$ cat src/rtl/program_loader.sv
// program_loader
//   Assembles instruction words from a byte stream (MSB-first) and writes
//   them to consecutive instruction-memory addresses starting at 0. A load
//   ends when HALT_WORD is written or when the last address has been written.
//   The pipeline is enabled only once the load is finished.
//
// Ports
//   clk               rising-edge clock
//   rst               asynchronous, active-low reset
//   i_rx_data         received byte, valid while i_rx_done=1
//   i_rx_done         one-cycle strobe for i_rx_data
//   i_restart         start a new load from address 0 (honoured when done)
//   o_write_inst_mem  instruction memory write strobe (one cycle per word)
//   o_inst_mem_addr   word address for the write (holds between writes)
//   o_inst_mem_data   word to write (holds between writes)
//   o_enable          pipeline run enable, high once loading is finished
//   o_done            load complete
//   o_overrun         sticky: a byte arrived while it could not be accepted
module program_loader #(
    parameter int unsigned DATA_WIDTH = 32,
    parameter int unsigned ADDR_WIDTH = 8,
    parameter logic [DATA_WIDTH-1:0] HALT_WORD = 32'hFFFFFFFF
) (
    input  logic                  clk,
    input  logic                  rst,
    input  logic [7:0]            i_rx_data,
    input  logic                  i_rx_done,
    input  logic                  i_restart,
    output logic                  o_write_inst_mem,
    output logic [ADDR_WIDTH-1:0] o_inst_mem_addr,
    output logic [DATA_WIDTH-1:0] o_inst_mem_data,
    output logic                  o_enable,
    output logic                  o_done,
    output logic                  o_overrun
);

    localparam int unsigned BYTES = DATA_WIDTH / 8;
    localparam int unsigned CNT_W = (BYTES > 1) ? $clog2(BYTES) : 1;
    localparam logic [CNT_W-1:0] LAST_BYTE = CNT_W'(BYTES - 1);

    typedef enum logic [1:0] {
        RECV,
        WRITE,
        DONE
    } state_t;

    state_t                state;
    logic [CNT_W-1:0]      byte_cnt;
    logic [ADDR_WIDTH-1:0] addr_q;
    logic [DATA_WIDTH-1:0] word_q;
    logic [DATA_WIDTH-1:0] word_shifted;

    // Word register with the incoming byte appended at the LSB end; after
    // BYTES shifts the first byte received sits in the top byte lane.
    always_comb begin
        word_shifted = (word_q << 8) | DATA_WIDTH'(i_rx_data);
    end

    always_ff @(posedge clk or negedge rst) begin
        if (!rst) begin
            state            <= RECV;
            byte_cnt         <= '0;
            addr_q           <= '0;
            word_q           <= '0;
            o_write_inst_mem <= 1'b0;
            o_inst_mem_addr  <= '0;
            o_inst_mem_data  <= '0;
            o_enable         <= 1'b0;
            o_done           <= 1'b0;
            o_overrun        <= 1'b0;
        end else begin
            case (state)
                RECV: begin
                    if (i_rx_done) begin
                        word_q <= word_shifted;
                        if (byte_cnt == LAST_BYTE) begin
                            // Strobe and write data are registered here so
                            // they are visible for exactly the WRITE cycle.
                            byte_cnt         <= '0;
                            state            <= WRITE;
                            o_write_inst_mem <= 1'b1;
                            o_inst_mem_addr  <= addr_q;
                            o_inst_mem_data  <= word_shifted;
                        end else begin
                            byte_cnt <= byte_cnt + 1'b1;
                        end
                    end
                end

                WRITE: begin
                    o_write_inst_mem <= 1'b0;
                    if (i_rx_done) begin
                        o_overrun <= 1'b1;
                    end
                    // Halt word or last address ends the load without
                    // advancing the address (no wrap back to 0).
                    if (o_inst_mem_data == HALT_WORD || addr_q == '1) begin
                        state    <= DONE;
                        o_done   <= 1'b1;
                        o_enable <= 1'b1;
                    end else begin
                        addr_q <= addr_q + 1'b1;
                        state  <= RECV;
                    end
                end

                DONE: begin
                    // Restart wins over a simultaneous byte, which is dropped
                    // without flagging an overrun.
                    if (i_restart) begin
                        state     <= RECV;
                        addr_q    <= '0;
                        byte_cnt  <= '0;
                        o_overrun <= 1'b0;
                        o_done    <= 1'b0;
                        o_enable  <= 1'b0;
                    end else if (i_rx_done) begin
                        o_overrun <= 1'b1;
                    end
                end

                default: begin
                    state <= RECV;
                end
            endcase
        end
    end

endmodule

$ cat config.mk
export PLATFORM = sky130hd
export DESIGN_NAME = program_loader
export DESIGN_NICKNAME = d
export VERILOG_FILES = /design/src/rtl/program_loader.sv
export SDC_FILE = /design/constraint.sdc
export NUM_CORES = 1
export LEC_CHECK = 0
export ABC_AREA = 1
export ABC_CLOCK_PERIOD_IN_PS = 3200
export BUFFER_PORTS_ARGS = -buffer_cell sky130_fd_sc_hd__buf_2
export CORE_UTILIZATION = 45
export DETAILED_ROUTE_END_ITERATION = 6
export PLACE_DENSITY = 0.68
export SYNTH_ARGS = -nofsm -noshare
export SYNTH_HDL_FRONTEND = slang
export SYNTH_SLANG_ARGS = --single-unit
$ cat constraint.sdc
create_clock -name clk -period 3.2 [get_ports clk]
set_input_delay 0.48 -clock clk [delete_from_list [all_inputs] [get_ports clk]]
set_output_delay 0.48 -clock clk [all_outputs]
set_load 0.02 [all_outputs]
## After elaboration in Yosys (flattened, before gate mapping)

Cells that the tools add are included.

| storage, ports and cells | value |
|---|---|
| register bits | 79 |
| bits in latches | 0 |
| memory bits (writable) | 0 |
| memory bits (read-only) | 0 |
| input bits | 12 |
| word-level logic and storage cells | 54 |
| memories kept | 0 |

| operators by class | value |
|---|---|
| add/sub/neg operators | 2 |
| multipliers | 0 |
| div/mod/pow operators | 0 |
| magnitude comparators | 0 |
| eq/ne operators | 10 |
| shift operators | 0 |
| muxes and demuxes | 20 |
| bitwise gates (word level) | 1 |
| reduce and logical (&&, ||, !) cells | 12 |

Operators with widths:

| kind | count |
|---|---|
| $eq A32 B32 Y1 const B | 1 |
| $or A32 B8 Y32 | 1 |
| $reduce_and A3 Y1 | 6 |
| $mux W8 | 2 |
| $pmux W8 S2 | 1 |
| $mux W2 | 6 |
| $ne A2 B2 Y1 const B | 5 |
| $add A8 B1 Y8 const B | 1 |
| $eq A8 B8 Y1 const B | 1 |
| $mux W1 | 6 |
| $pmux W1 S2 | 3 |
| $pmux W2 S3 | 1 |
| $reduce_bool A2 Y1 | 3 |
| $eq A2 B2 Y1 const B | 2 |
| $pmux W2 S2 | 1 |
| $add A2 B1 Y2 const B | 1 |
| $eq A2 B1 Y1 const B | 1 |
| $logic_not A2 Y1 | 1 |
| $reduce_and A2 Y1 | 1 |
| $logic_or A1 B1 Y1 | 1 |

## Logic depth before layout (Yosys ltp)

Gate-level depths: netlist of run 1.

| depth | value |
|---|---|
| depth in word-level cells | 4 |
| gate-level depth with buffers | 11 |

## Worst setup path after synthesis of run 1

Ideal clock, no wire load.

| timing | value |
|---|---|
| kind | reg-to-reg |
| start | reg state[0] |
| end | reg o_inst_mem_data[16] |
| data arrival time | 1.404 ns |
| required time | 3.069 ns |
| path slack | 1.665 ns |
| stages on the path, launching flop included | 10 |
| period minus slack after synthesis | 1.535 ns |
| path through | dfrtp_1 > inv_1 > ha_1 > nand2_1 > nor2_2 > inv_1 > buf_2 > buf_2 > nand2_1 > o21ai_0 |

| on the way | value |
|---|---|
| cells in the longest elaborated chain, start to end | 2 |

Ends and longest elaborated chain:

| element | line | RTL |
|---|---|---|
| from (decl) | 47 | `state_t state;` |
| from (signal assigned) | 61 | `state <= RECV;` |
| from (signal assigned) | 80 | `state <= WRITE;` |
| from (signal assigned) | 98 | `state <= DONE;` |
| $logic_not A2 Y1 | 72 | `case (state)` |
| $reduce_and A3 Y1 (no source line) | -- |  |
| to (signal assigned) | 83 | `o_inst_mem_data <= word_shifted;` |
| to (decl) | 31 | `output logic [DATA_WIDTH-1:0] o_inst_mem_data,` |

Every way passes these cells.
A chain may end at the register's enable or synchronous reset.

## Final worst setup path of run 1

| timing | value |
|---|---|
| start | reg state[0] |
| end | reg o_inst_mem_data[7] |

The elaborated chain is that of the path after synthesis.

==> results of run 1 <==
## cells by family (layout without fill, tap and decap cells)
logic type	count (synthesis)	count (layout)	share of synthesized area, %
simple gates	180	180	21.7
flops	79	79	58.5
compound gates	69	69	10.8
buf+inv	57	115	6.81
fa+ha+maj	6	6	2.22
## area by class of cell
class / count / area [µm²] / share of cell area [%]
timing repair buffer: 57 / 293 / 7.48
inverter: 42 / 158 / 4.03
sequential: 79 / 1980 / 50.5
multi-input combinational: 255 / 1170 / 30.0
clock buffer: 13 / 149 / 3.80
tap: 99 / 124 / 3.16
clock inverter: 3 / 42.5 / 1.09
## worst paths after layout
check                           slack, ps  depth (start not counted)          startpoint            endpoint
worst max-delay path                  960                          8            state[0]  o_inst_mem_data[7]
worst min-delay path                  280                          1                 rst  o_inst_mem_addr[5]
worst max register to register        960                          8            state[0]  o_inst_mem_data[7]
worst min register to register        480                          2  o_inst_mem_addr[2]  o_inst_mem_addr[2]
max in group asynchronous            2300                          1                 rst           addr_q[2]
min in group clk                      400                          3        i_rx_data[5]  o_inst_mem_data[5]
## cell usage after synthesis
| cell type | count | area share [%] |
|---|---|---|
| sky130_fd_sc_hd__clkinv_1 | 1 | 0.11 |
| sky130_fd_sc_hd__buf_6 | 1 | 0.33 |
| sky130_fd_sc_hd__nor3_1 | 4 | 0.59 |
| sky130_fd_sc_hd__dfrtp_1 | 79 | 58 |
| sky130_fd_sc_hd__ha_1 | 6 | 2.2 |
| sky130_fd_sc_hd__nand2_4 | 2 | 0.67 |
| sky130_fd_sc_hd__buf_2 | 4 | 0.59 |
| sky130_fd_sc_hd__o21ai_0 | 58 | 8.6 |
| sky130_fd_sc_hd__inv_2 | 1 | 0.11 |
| sky130_fd_sc_hd__clkbuf_1 | 8 | 0.89 |
| sky130_fd_sc_hd__or2_2 | 1 | 0.19 |
| sky130_fd_sc_hd__a21oi_4 | 1 | 0.48 |
| sky130_fd_sc_hd__a21oi_1 | 7 | 1.0 |
| sky130_fd_sc_hd__nand2_2 | 2 | 0.37 |
| sky130_fd_sc_hd__inv_1 | 40 | 4.4 |
| sky130_fd_sc_hd__nor2_1 | 21 | 2.3 |
| sky130_fd_sc_hd__nand3_1 | 12 | 1.8 |
| sky130_fd_sc_hd__nand4_1 | 2 | 0.37 |
| sky130_fd_sc_hd__buf_1 | 1 | 0.11 |
| sky130_fd_sc_hd__o32ai_1 | 1 | 0.26 |
| sky130_fd_sc_hd__a31o_2 | 1 | 0.26 |
| sky130_fd_sc_hd__nor2_2 | 1 | 0.19 |
| sky130_fd_sc_hd__nand2_1 | 134 | 15 |
| sky130_fd_sc_hd__buf_4 | 1 | 0.22 |
| sky130_fd_sc_hd__o21a_1 | 1 | 0.22 |
| sky130_fd_sc_hd__nor3_2 | 1 | 0.30 |
## per-stage QoR
stage	utilization (%)	setup slack [ps]	total power, µW	area [µm²]	hold WS (ps)
2_1_floorplan	-	1660	2530	3380	184
3_3_place_gp	51.4	1090	2910	3720	459
3_5_place_dp	51.4	969	2960	3720	458
4_1_cts	54.0	953	3700	3920	326
5_1_grt	54.0	681	3970	3920	359
6_report	54.0	955	3670	3920	275
## critical path: stages (launching register included)
cell and delay (ps):
sky130_fd_sc_hd__dfrtp_1 400, sky130_fd_sc_hd__inv_1 120, sky130_fd_sc_hd__ha_1 180, sky130_fd_sc_hd__nand2_1 80
sky130_fd_sc_hd__nor2_2 470, sky130_fd_sc_hd__clkinv_1 270, sky130_fd_sc_hd__buf_4 360, sky130_fd_sc_hd__nand2_1 110
sky130_fd_sc_hd__o21ai_0 90
## power by group through the flow
| stage | sequential (µW) | combinational, µW | clock, µW |
|---|---|---|---|
| floorplan | 1890 | 634 | 0 |
| global placement | 1670 | 1240 | 0 |
| detailed placement | 1680 | 1280 | 0 |
| CTS | 1670 | 1290 | 743 |
| global route | 1730 | 1450 | 787 |
| finish | 1670 | 1270 | 733 |
## state kept, by name, summed over array words and instances, names as in the netlist
name	cells
o_overrun	1
byte_cnt	2
word_q	24
o_done	1
o_inst_mem_data	32
o_write_inst_mem	1
o_inst_mem_addr	8
state	2
addr_q	8
## layer usage
metal	GRT usage, %	vias up
met5	0	-
met4	5.28	0
met3	5.32	7
met2	27.9	62
met1	26.3	1207
li1	-	1333
==> results.md, run 1 <==
Synthesis:
- The post-synthesis instance area is roughly 3400 µm².
- The count of warnings emitted by yosys is 0.
- The count of state elements after synthesis is between 70 and 80.
- A synthesized cell averages between 8 and 9 µm².
- The number of different library cells used by synthesis comes to 26.
- The net count after synthesis is 409.
- Synthesis produced a netlist whose cell count is between 300 and 400.
- After synthesis, flip-flops and latches occupy roughly three fifths of the total area.

Place:
- The cell count after placement is 532.
- The HPWL after detailed placement is roughly 4.4 mm.
- The final weighted congestion in routability-driven placement is just under 0.8.
- Input and output buffers added on the ports amount to 55.

Drt:
- The top layer used by detailed routing is met4.
- The post-route met1 wirelength is around 3.3 mm.
- The DRC violation total after the first TritonRoute iteration is around 130.
- The detail-routed net length per standard cell is around 12 µm.
- The number of nets with antenna violations after routing is 0.
- The detailed router placed around 2600 vias in this run.
- The number of iterations in the first detailed-routing pass is 4.
- The total length of routed met3 wires is 325 µm.
- The detailed-route wire length is between 6 and 7 mm.
- In the routed design, unresolved DRC markers number 0.
- The routed design uses 2.91 mm of met2 wire.
- Using the TritonRoute via totals, the vias-per-cell ratio works out to about 4.8.

Finish:
- Relative to the synthesized area, the layout overhead comes to 15.8%.
- The top cell types in the final layout, fill and taps aside, are sky130_fd_sc_hd__nand2_1 (134), sky130_fd_sc_hd__dfrtp_1 (79), sky130_fd_sc_hd__o21ai_0 (58), sky130_fd_sc_hd__buf_2 (54), sky130_fd_sc_hd__inv_1 (39).
- After the last flow step, the layout net total stands at around 460.
- The antenna diode count is 0.
- The non-filler instance count after layout is 548.
- Leaving out fill and tap cells, the most frequent cell in the layout is sky130_fd_sc_hd__nand2_1.
- The total of fill cells in the finished design is approximately 730.
- The post-route netlist has 17.8% of its cells at a drive strength greater than 1.

Global routing:
- The maximum number of pins on one net before global-route repair is 80.
- The number of antenna violations at the first check in global routing is 0.
- Summed over all layers, the global routing overflow is 0.
- The first global-routing pass estimated about 11 mm of wire.
- The overall global routing resource usage is a little under a fifth.
- The via count of the first global-routing pass is about 2400.

Timing:
- Summed over all failing endpoints, the final setup total negative slack is 0 ps.
- Setup violations remaining at the end of the flow were counted as 0.
- The ratio of final minimum period to clock period is 70.2%.
- The clock period could shrink to around 2200 ps.
- Based on the critical path, the design can be clocked at up to between 400 and 500 MHz.
- The count of final hold-check violations came to 0.
- Setup repair after global routing left no endpoint under its margin.
- The largest clock skew in the final design is between 9 and 10 ps.
- At the pin with the least slew margin, the transition time is slightly below 1000 ps.
- The total count of max-transition violations in the final report is 0.
- The worst slew margin relative to its limit is a little over a third.

Power:
- The net switching power of the design is between 1000 and 1500 µW.
- The share of total power in combinational logic is 34.6%.
- The switching fraction of total power is about two fifths.
- The internal portion of the total power is ~2200 µW.
- For this design the ratio of total power to cell area is roughly 940 nW/µm².
- The leakage power summed over all cells is 0.00204 µW.
- The worst voltage drop across the vdd grid is about 0.48 mV.
- The share of total power in sequential cells is a little under half.
- The share of total power dissipated in the clock network is between 20% and 30%.

CTS:
- The clock latency on the worst-skew pair is 350 ps.
- The cell at the root of the clock tree is sky130_fd_sc_hd__clkbuf_8.
- The count of clock tree sinks is 79.
- The clock transition at the registers of the reported paths is roughly 80 ps.
- Post-CTS timing repair inserted 0 buffers for setup.
- The number of CTS-inserted buffers is 9.
- CTS built an H-tree with a depth of 3.
- The quantity of gates resized following cts is 0.
- In this run, post-CTS hold repair placed 0 buffers.
- TritonCTS built the clock tree.
- The buffer depth of the longest clock path is 2.

Floorplanning:
- The I/O pin total is 56.
- The floorplan step set the die width to between 80 and 90 µm.
- The die height is roughly 89 µm.
- The initialized floorplan defines 31 standard-cell rows.
- The die covers about 7900 µm².
- The total area inside the core boundary comes to just over 7000 µm².
- Once the floorplan was initialized, standard cells occupied 46.6% of the core.

Critical path:
- The startpoint type of the worst setup path is a flip-flop.
- The worst setup path is captured at a flip-flop.
- The maximum net fanout on the critical path is 64.
- The worst setup path category is reg2reg.
- The critical path arrival is roughly 2500 ps.
- For the worst setup path, the data required time is around 3400 ps.

Job:
- Across the run, the number of max-cap violations was 0.

Outcome:
- The flow ran to the end, and the final reports show no timing, DRC or antenna violations.

Worst hold path:
- In this run the worst hold path is classified as in2async.
(Power assumes the default switching activity.)
==> run 2: changes to the inputs <==
--- a/config.mk
+++ b/config.mk
@@ -5,8 +5,8 @@
 export SDC_FILE = /design/constraint.sdc
 export NUM_CORES = 1
 export LEC_CHECK = 0
-export ABC_AREA = 1
-export ABC_CLOCK_PERIOD_IN_PS = 3200
+export ABC_AREA = 0
+export ABC_CLOCK_PERIOD_IN_PS = 2300
 export BUFFER_PORTS_ARGS = -buffer_cell sky130_fd_sc_hd__buf_2
 export CORE_UTILIZATION = 45
 export DETAILED_ROUTE_END_ITERATION = 6
==> constraint.sdc (replaced) <==
create_clock -name clk -period 2.3 [get_ports clk]
set_input_delay 0.345 -clock clk [delete_from_list [all_inputs] [get_ports clk]]
set_output_delay 0.345 -clock clk [all_outputs]
set_load 0.02 [all_outputs]
==> run 2 against run 1 <==
  * Hold slack lost 71 ps
  * Combinational power grew 67%
  * Fmax grew 7.2%
  * Wire length grew 0.90%
  * Utilization grew 1.8 points
  * Die area shrank 0.15%
  * Flip-flop and latch count is the same
==> results.md, run 2 <==
Outcome:
- Run status: complete, no violations (unchanged).

CTS:
- The quantity of gates resized following cts came to 0 (unchanged).
- The hold buffer count at cts is 1 (was 0).
- The number of CTS-inserted buffers is 9 (unchanged).
- The clock tree from TritonCTS is done (unchanged).
- The buffer depth of the longest clock path is 2 (unchanged).
- The cell at the root of the clock tree is sky130_fd_sc_hd__clkbuf_8 (unchanged).
- The number of buffers inserted to repair setup after CTS is 0 (unchanged).
- The clock transition at the registers of the reported paths is 90 ps (was 80 ps).
- The clock latency on the worst-skew pair is 350 ps (about the same).
- The count of H-tree levels built during CTS is 3 (unchanged).
- The count of clock tree sinks is 79 (unchanged).

Finish:
- The number of flip-flops under the largest register name is 32 (unchanged).
- The area growth from synthesis to layout is 20.0% (was 15.8%).
- The proportion of layout cells with a drive suffix above 1 is 45.4% (was 17.8%).
- The utilization after layout is 55.8% (was 54.0%).
- The register with the highest flop count is o_inst_mem_data (unchanged).
- Largest registers: o_inst_mem_data x32, word_q x24 (unchanged).
- The final net count is 337 (was 462).
- The most common library cell in the layout ignoring fill and taps is sky130_fd_sc_hd__dfrtp_1 (was sky130_fd_sc_hd__nand2_1).
- The total of fill cells in the finished design is 636 (was 731).
- The antenna diode count was 0 (unchanged).
- The non-filler instance count after layout is 423 (was 548).
- Most frequent cells in the layout: sky130_fd_sc_hd__dfrtp_1 (79), sky130_fd_sc_hd__mux2_2 (64), sky130_fd_sc_hd__buf_2 (54), sky130_fd_sc_hd__nand2_1 (17), sky130_fd_sc_hd__nand4_1 (14) (was sky130_fd_sc_hd__nand2_1 (134), sky130_fd_sc_hd__dfrtp_1 (79), sky130_fd_sc_hd__o21ai_0 (58), sky130_fd_sc_hd__buf_2 (54), sky130_fd_sc_hd__inv_1 (39)).

Floorplanning:
- The die height is 88.6 µm (was 88.7 µm).
- The die boundary width is 88.6 µm (was 88.7 µm).
- The core region area is 7250 µm² (unchanged).
- The I/O pin total is 56 (unchanged).
- The row count was 31 (unchanged).
- The area of the die is 7850 µm² (was 7860 µm²).
- The effective utilization at floorplan is 46.5% (was 46.6%).

Synthesis:
- The count of state elements after synthesis is 79 (unchanged).
- The count of warnings emitted by yosys was 0 (unchanged).
- The share of async-settable or async-resettable flops after synthesis was 100% (unchanged).
- The number of instances in the synthesized netlist is 258 (was 391).
- The top cell type by total area after synthesis is sky130_fd_sc_hd__dfrtp_1 (unchanged).
- The distinct cell type count after synthesis is 28 (was 26).
- The synthesized area per cell was 13.1 µm² (was 8.65 µm²).
- The most used flip-flop cell after synthesis is sky130_fd_sc_hd__dfrtp_1 (unchanged).
- The proportion of netlist area held by the largest area contributor is 58.6% (was 58.5%).
- Leading cell types by total area after synthesis: sky130_fd_sc_hd__dfrtp_1 (59%), sky130_fd_sc_hd__mux2_2 (21%), sky130_fd_sc_hd__nand4_1 (2.6%) (was sky130_fd_sc_hd__dfrtp_1 (58%), sky130_fd_sc_hd__nand2_1 (15%), sky130_fd_sc_hd__o21ai_0 (8.6%)).
- The net count after synthesis is 276 (was 409).
- Most instantiated cells after synthesis: sky130_fd_sc_hd__dfrtp_1 (79), sky130_fd_sc_hd__mux2_2 (64), sky130_fd_sc_hd__nand2_1 (17) (was sky130_fd_sc_hd__nand2_1 (134), sky130_fd_sc_hd__dfrtp_1 (79), sky130_fd_sc_hd__o21ai_0 (58)).
- The library cell with the highest instance count after synthesis is sky130_fd_sc_hd__dfrtp_1 (was sky130_fd_sc_hd__nand2_1).
- The number of enable-type register cells in the synthesized netlist is 0 (unchanged).
- The sequential element share of the synthesized area is 58.6% (was 58.5%).
- The post-synthesis instance area came to 3380 µm² (about the same).

Timing:
- The count of final hold-check violations was 0 (unchanged).
- The total negative slack is 0 ps (unchanged).
- The actual slew at the worst max-slew pin came to 587 ps (was 965 ps).
- The final-report setup violation count is 0 (unchanged).
- The final period demand of the worst path came to 2090 ps (was 2240 ps).
- The highest clock rate came to 478 MHz (was 445 MHz).
- The largest clock skew in the final design is 14.1 ps (was 9.95 ps).
- The ratio of final minimum period to clock period is 91.0% (was 70.2%).
- Setup repair after global routing missed its margin: no (unchanged).
- The total count of max-transition violations in the final report is 0 (unchanged).
- The worst slew margin relative to its limit was 60.9% (was 35.6%).

Power:
- The internal power is 3700 µW (was 2210 µW).
- The leakage power summed over all cells is 0.00183 µW (was 0.00204 µW).
- The share of total power in sequential cells was 44.2% (was 45.4%).
- The clock network fraction of design power is 20.1% (was 20.0%).
- The power density over cell area is 1460 nW/µm² (was 937 nW/µm²).
- The net switching power of the design is 2240 µW (was 1460 µW).
- The switching fraction of total power is 37.7% (was 39.8%).
- The share of total power in combinational logic came to 35.8% (was 34.6%).
- The worst voltage drop across the vdd grid is 0.543 mV (was 0.482 mV).

Drt:
- The post-route DRC violation count is 0 (unchanged).
- The post-route met1 wirelength is 3.37 mm (was 3.26 mm).
- The detailed-route wire length came to 6.63 mm (was 6.57 mm).
- The DRC violation total after the first TritonRoute iteration was 108 (was 125).
- The number of vias per cell was 5.28 (was 4.76).
- The top layer used by detailed routing is met4 (unchanged).
- The total length of routed met3 wires was 197 µm (was 325 µm).
- The total number of vias is 2235 (was 2609).
- The number of iterations in the first detailed-routing pass is 4 (unchanged).
- The detail-routed net length per standard cell is 15.7 µm (was 12.0 µm).
- The amount of wire on met2 after detailed routing is 3.00 mm (was 2.91 mm).
- The number of nets with antenna violations after routing came to 0 (unchanged).

Place:
- The final weighted congestion in routability-driven placement is 0.776 (was 0.775).
- The half-perimeter wire length of the detailed placement result is 4.45 mm (was 4.36 mm).
- The number of input and output port buffers inserted is 55 (unchanged).
- The cell count after placement came to 406 (was 532).

Global routing:
- The maximum number of pins on one net before global-route repair was 41 (was 80).
- The number of antenna violations at the first check in global routing is 0 (unchanged).
- The via count of the first global-routing pass was 2082 (was 2378).
- The wire length of the first global-routing pass is 10.5 mm (was 11.0 mm).
- The overall global routing resource usage is 18.3% (was 18.6%).
- The total overflow reported by the global router is 0 (unchanged).

Critical path:
- The largest stage delay on the critical path is 540 ps (was 470 ps).
- The worst setup path category is reg2reg (unchanged).
- The critical path arrival is 2330 ps (was 2450 ps).
- The required time reported for the critical path endpoint was 2540 ps (was 3400 ps).
- The startpoint type of the worst setup path is a flip-flop (unchanged).
- The kind of cell adding the most delay to the critical path is compound AO/OA/AOI/OAI gates (was buffers and inverters).
- The critical path endpoint category was a flip-flop (unchanged).
- The maximum net fanout on the critical path is 19 (was 64).
- Cell chain of the critical path: ha_1 -> and3_4 -> and3_4 -> a32oi_4 -> nor3b_1 -> a311o_1 (was inv_1 -> ha_1 -> nand2_1 -> nor2_2 -> clkinv_1 -> buf_4 -> nand2_1 -> o21ai_0).
- The slowest cell on the critical path is sky130_fd_sc_hd__a32oi_4 (was sky130_fd_sc_hd__nor2_2).
- The buffers plus inverters on the worst setup path was 0 (was 3).
- The most frequent cell on the critical path is sky130_fd_sc_hd__and3_4 (was sky130_fd_sc_hd__nand2_1).

Worst hold path:
- The classification of the worst-slack hold path is in2reg (was in2async).

Job:
- The max-cap check violation count is 0 (unchanged).
run 2: area by class of cell:
cell class,count,area (µm²),area share [%]
repair buffers,64,373,9.21
multi-input cells,161,1330,32.8
clock buffers,9,124,3.06
clock inverters,7,109,2.69
well taps,99,124,3.06
inverters,4,15.0,0.371
flip-flops and latches,79,1980,48.8
run 2: logic make-up after synthesis:
logic type	after synthesis	share of synthesized area (%)
adders and majority gates	6	2.22
muxes	64	21.3
AOI/OAI and AO/OA	37	7.12
buffers and inverters	18	2.22
and+or+nand+nor	54	8.52
DFF	79	58.6
run 2: metrics by stage:
step	total power [µW]	area (µm²)	setup WS, ps	hold WS (ps)
floorplan	4000	3380	547	49.4
global placement	4660	3810	277	365
detailed placement	4770	3810	237	358
CTS	5980	4050	216	191
global route	6320	4050	112	211
finish	5930	4050	207	204
run 2: worst paths after layout:
kind | start | endpoint | slack [ps] | depth (start not counted)
setup / recovery | addr_q[0] | o_done | 210 | 6
hold / removal | i_restart | o_overrun | 200 | 2
setup reg to reg | addr_q[0] | o_done | 210 | 6
hold reg to reg | word_q[18] | o_inst_mem_data[26] | 490 | 1
max in group asynchronous | rst | word_q[18] | 1180 | 3
min in group asynchronous | rst | o_overrun | 510 | 2
run 2: power groups by stage:
stage	combinational (µW)	sequential [µW]	clock, µW
after floorplan	1080	2920	0
after global placement	2070	2600	0
after detailed placement	2130	2640	0
after CTS	2140	2620	1210
after global routing	2320	2720	1270
final	2120	2620	1190
run 2: per-layer routing:
layer  vias to the layer above  GRT usage [%]
li1                       1074              -
met1                      1114           26.7
met2                        42           26.4
met3                         5           4.66
met4                         0           7.04
met5                         -              0
==> run 3: changes to the inputs <==
--- a/config.mk
+++ b/config.mk
@@ -7,10 +7,10 @@
 export LEC_CHECK = 0
 export ABC_AREA = 0
 export ABC_CLOCK_PERIOD_IN_PS = 2300
-export BUFFER_PORTS_ARGS = -buffer_cell sky130_fd_sc_hd__buf_2
 export CORE_UTILIZATION = 45
 export DETAILED_ROUTE_END_ITERATION = 6
-export PLACE_DENSITY = 0.68
+export DONT_BUFFER_PORTS = 1
+export PLACE_DENSITY = 0.62
 export SYNTH_ARGS = -nofsm -noshare
 export SYNTH_HDL_FRONTEND = slang
 export SYNTH_SLANG_ARGS = --single-unit
==> run 3 against run 2 <==
  * Die area did not move
  * Combinational power fell by 40%
  * Register-to-register slack improved by 40 ps
  * Clock skew fell by 5.1 ps
  * Utilization fell by 4.1 points
  * Sequential power rose by 19%
  * Hold slack got worse by 110 ps
  * Critical path type unchanged
  * Largest cell class unchanged
  * Largest power group unchanged
==> results.md, run 3 (same netlist as run 2, synthesis figures left out) <==
CTS:
- The clock latency on the worst-skew pair is 340 ps (was 350 ps).
- The clock transition at the registers of the reported paths is 80 ps (was 90 ps).
- The buffer depth of the longest clock path is 2 (unchanged).
- The number of CTS-inserted buffers is 9 (unchanged).
- The count of H-tree levels built during CTS was 3 (unchanged).
- The count of clock tree sinks is 79 (unchanged).
- The number of buffers inserted to repair setup after CTS is 0 (unchanged).
- The cell at the root of the clock tree is sky130_fd_sc_hd__clkbuf_8 (unchanged).
- The clock tree from TritonCTS is done (unchanged).

Worst hold path:
- The classification of the worst-slack hold path is in2reg (unchanged).
- The number of stages on the worst hold path was 1 (was 2).
- The startpoint of the tightest hold check path was i_restart (unchanged).

Timing:
- The total count of max-transition violations in the final report came to 0 (unchanged).
- The ratio of final minimum period to clock period came to 89.1% (was 91.0%).
- The total negative slack is 0 ps (unchanged).
- The worst slew margin relative to its limit is 62.8% (was 60.9%).
- The highest clock rate is 488 MHz (was 478 MHz).
- The largest clock skew in the final design is 8.95 ps (was 14.1 ps).
- Setup repair after global routing missed its margin: no (unchanged).
- The final period demand of the worst path is 2050 ps (was 2090 ps).
- The final-report setup violation count came to 0 (unchanged).
- The actual slew at the worst max-slew pin is 558 ps (was 587 ps).
- The count of final hold-check violations is 0 (unchanged).

Finish:
- Largest registers: o_inst_mem_data x32, word_q x24 (unchanged).
- The area growth from synthesis to layout is 11.1% (was 20.0%).
- The proportion of layout cells with a drive suffix above 1 came to 34.1% (was 45.4%).
- The number of flip-flops under the largest register name was 32 (unchanged).
- The antenna diode count is 0 (unchanged).
- The register with the highest flop count is o_inst_mem_data (unchanged).
- The finished layout cell area came to 3750 µm² (was 4050 µm²).
- The final net count is 283 (was 337).
- Most frequent cells in the layout: sky130_fd_sc_hd__dfrtp_1 (79), sky130_fd_sc_hd__mux2_2 (64), sky130_fd_sc_hd__nand2_1 (17), sky130_fd_sc_hd__nand4_1 (14), sky130_fd_sc_hd__o21ai_0 (13) (was sky130_fd_sc_hd__dfrtp_1 (79), sky130_fd_sc_hd__mux2_2 (64), sky130_fd_sc_hd__buf_2 (54), sky130_fd_sc_hd__nand2_1 (17), sky130_fd_sc_hd__nand4_1 (14)).
- The most common library cell in the layout ignoring fill and taps was sky130_fd_sc_hd__dfrtp_1 (unchanged).

Critical path:
- The critical path endpoint category is a flip-flop (unchanged).
- The worst setup path category is reg2reg (unchanged).
- The startpoint type of the worst setup path is a flip-flop (unchanged).
- The maximum net fanout on the critical path is 19 (unchanged).
- The beginning of the worst register-to-register path is addr_q[0] (unchanged).
- The critical path arrival was 2280 ps (was 2330 ps).
- The worst-case reg-to-reg path depth is 6 (unchanged).
- The origin of the worst setup path is addr_q[0] (unchanged).
- The required time reported for the critical path endpoint is 2530 ps (was 2540 ps).

Power:
- The power density over cell area is 1440 nW/µm² (was 1460 nW/µm²).
- The share of total power in combinational logic was 23.6% (was 35.8%).
- The sum of internal, switching and leakage power is 5410 µW (was 5930 µW).
- The switching fraction of total power is 38.7% (was 37.7%).
- The leakage power summed over all cells was 0.00159 µW (was 0.00183 µW).
- The share of total power in sequential cells came to 57.4% (was 44.2%).
- The clock network fraction of design power is 18.9% (was 20.1%).
- The internal power is 3320 µW (was 3700 µW).
- The worst voltage drop across the vdd grid is 0.489 mV (was 0.543 mV).
- The net switching power of the design is 2100 µW (was 2240 µW).

Job:
- The max-cap check violation count was 0 (unchanged).

Global routing:
- The wire length of the first global-routing pass is 10.3 mm (was 10.5 mm).
- The via count of the first global-routing pass is 2067 (was 2082).
- The number of antenna violations at the first check in global routing is 0 (unchanged).
- The maximum number of pins on one net before global-route repair is 80 (was 41).
- The overall global routing resource usage is 17.7% (was 18.3%).
- The total overflow reported by the global router was 0 (unchanged).

Floorplanning:
- The effective utilization at floorplan came to 46.5% (unchanged).
- The area of the die came to 7850 µm² (unchanged).
- The row count is 31 (unchanged).
- The I/O pin total came to 56 (unchanged).
- The core region area is 7250 µm² (unchanged).
- The die height was 88.6 µm (unchanged).
- The die boundary width was 88.6 µm (unchanged).

Drt:
- The post-route DRC violation count is 0 (unchanged).
- The number of nets with antenna violations after routing came to 0 (unchanged).
- The detailed-route wire length is 6.33 mm (was 6.63 mm).
- The DRC violation total after the first TritonRoute iteration came to 142 (was 108).
- The number of vias per cell came to 5.61 (was 5.28).
- The number of iterations in the first detailed-routing pass was 4 (unchanged).
- The total number of vias is 2071 (was 2235).
- The detail-routed net length per standard cell was 17.2 µm (was 15.7 µm).

Place:
- The half-perimeter wire length of the detailed placement result was 4.04 mm (was 4.45 mm).
- The number of input and output port buffers inserted is 0 (was 55).
- The cell area after placement was 3520 µm² (was 3810 µm²).
- The final weighted congestion in routability-driven placement came to 0.744 (was 0.776).

Outcome:
- Run status: complete, no violations (unchanged).
-- run 3: cell types whose count changed in the layout (fill, tap and decap cells not counted), sizes merged --
cell      change
buf          -54
bufinv        -1
clkbuf        +1
clkinv        +3
clkinvlp      +1
inv           -4
-- run 3: final timing paths --
| path | to | slack [ps] |
|---|---|---|
| worst max-delay path | o_done | 250 |
| min in group asynchronous | word_q[17] | 600 |
| max in group asynchronous | o_inst_mem_data[2] | 1420 |
| worst min-delay path | o_overrun | 90 |
| worst min register to register | word_q[21] | 510 |
| worst max register to register | o_done | 250 |
-- run 3: power groups by stage --
| stage | registers [µW] | clock network, µW | logic [µW] |
|---|---|---|---|
| detailed placement | 3150 | 0 | 1250 |
| finish | 3110 | 1020 | 1280 |
| global placement | 3130 | 0 | 1210 |
| floorplan | 2920 | 0 | 1080 |
| global route | 3220 | 1130 | 1440 |
| CTS | 3120 | 1050 | 1290 |
-- run 3: final cells by class --
| cell class | count | area, µm² |
|---|---|---|
| fill | 635 | 3500 |
| sequential | 79 | 1980 |
| multi-input combinational | 161 | 1330 |
| clock buffer | 10 | 128 |
| tap | 99 | 124 |
| timing repair buffer | 10 | 110 |
| clock inverter | 6 | 68.8 |
| inverter | 4 | 15.0 |
-- run 3: through the flow --
step                hold WS [ps]  setup WS (ps)  util, %  instances
finish                      93.4            251     51.7        369
global route                78.1            113     51.7        369
CTS                         81.5            236     51.7        369
detailed placement          51.2            247     48.5        351
global placement            51.4            286     48.5        351
floorplan                   49.4            547        -        258
-- run 3: layer usage --
metal | vias to the layer above | share of wire, % | GRT usage, %
met5 | - | 0 | 0
met4 | 0 | 1.3 | 6.01
met3 | 9 | 5.8 | 5.88
met2 | 52 | 43 | 25.7
met1 | 1055 | 50 | 24.9
li1 | 955 | - | -
-- run 3: worst max-delay path, cell delays in order, from the launching register on --
cell and delay (ps):
sky130_fd_sc_hd__dfrtp_1 450, sky130_fd_sc_hd__ha_1 250, sky130_fd_sc_hd__and3_4 160, sky130_fd_sc_hd__and3_4 190, sky130_fd_sc_hd__a32oi_4 520, sky130_fd_sc_hd__nor3b_1 100
sky130_fd_sc_hd__a311o_1 280
-- run 3: timing repair --
item / CTS / global route
endpoints found under the hold margin: 79 / 0
resized for setup: 0 / 0
hold buffers: 2 / 0
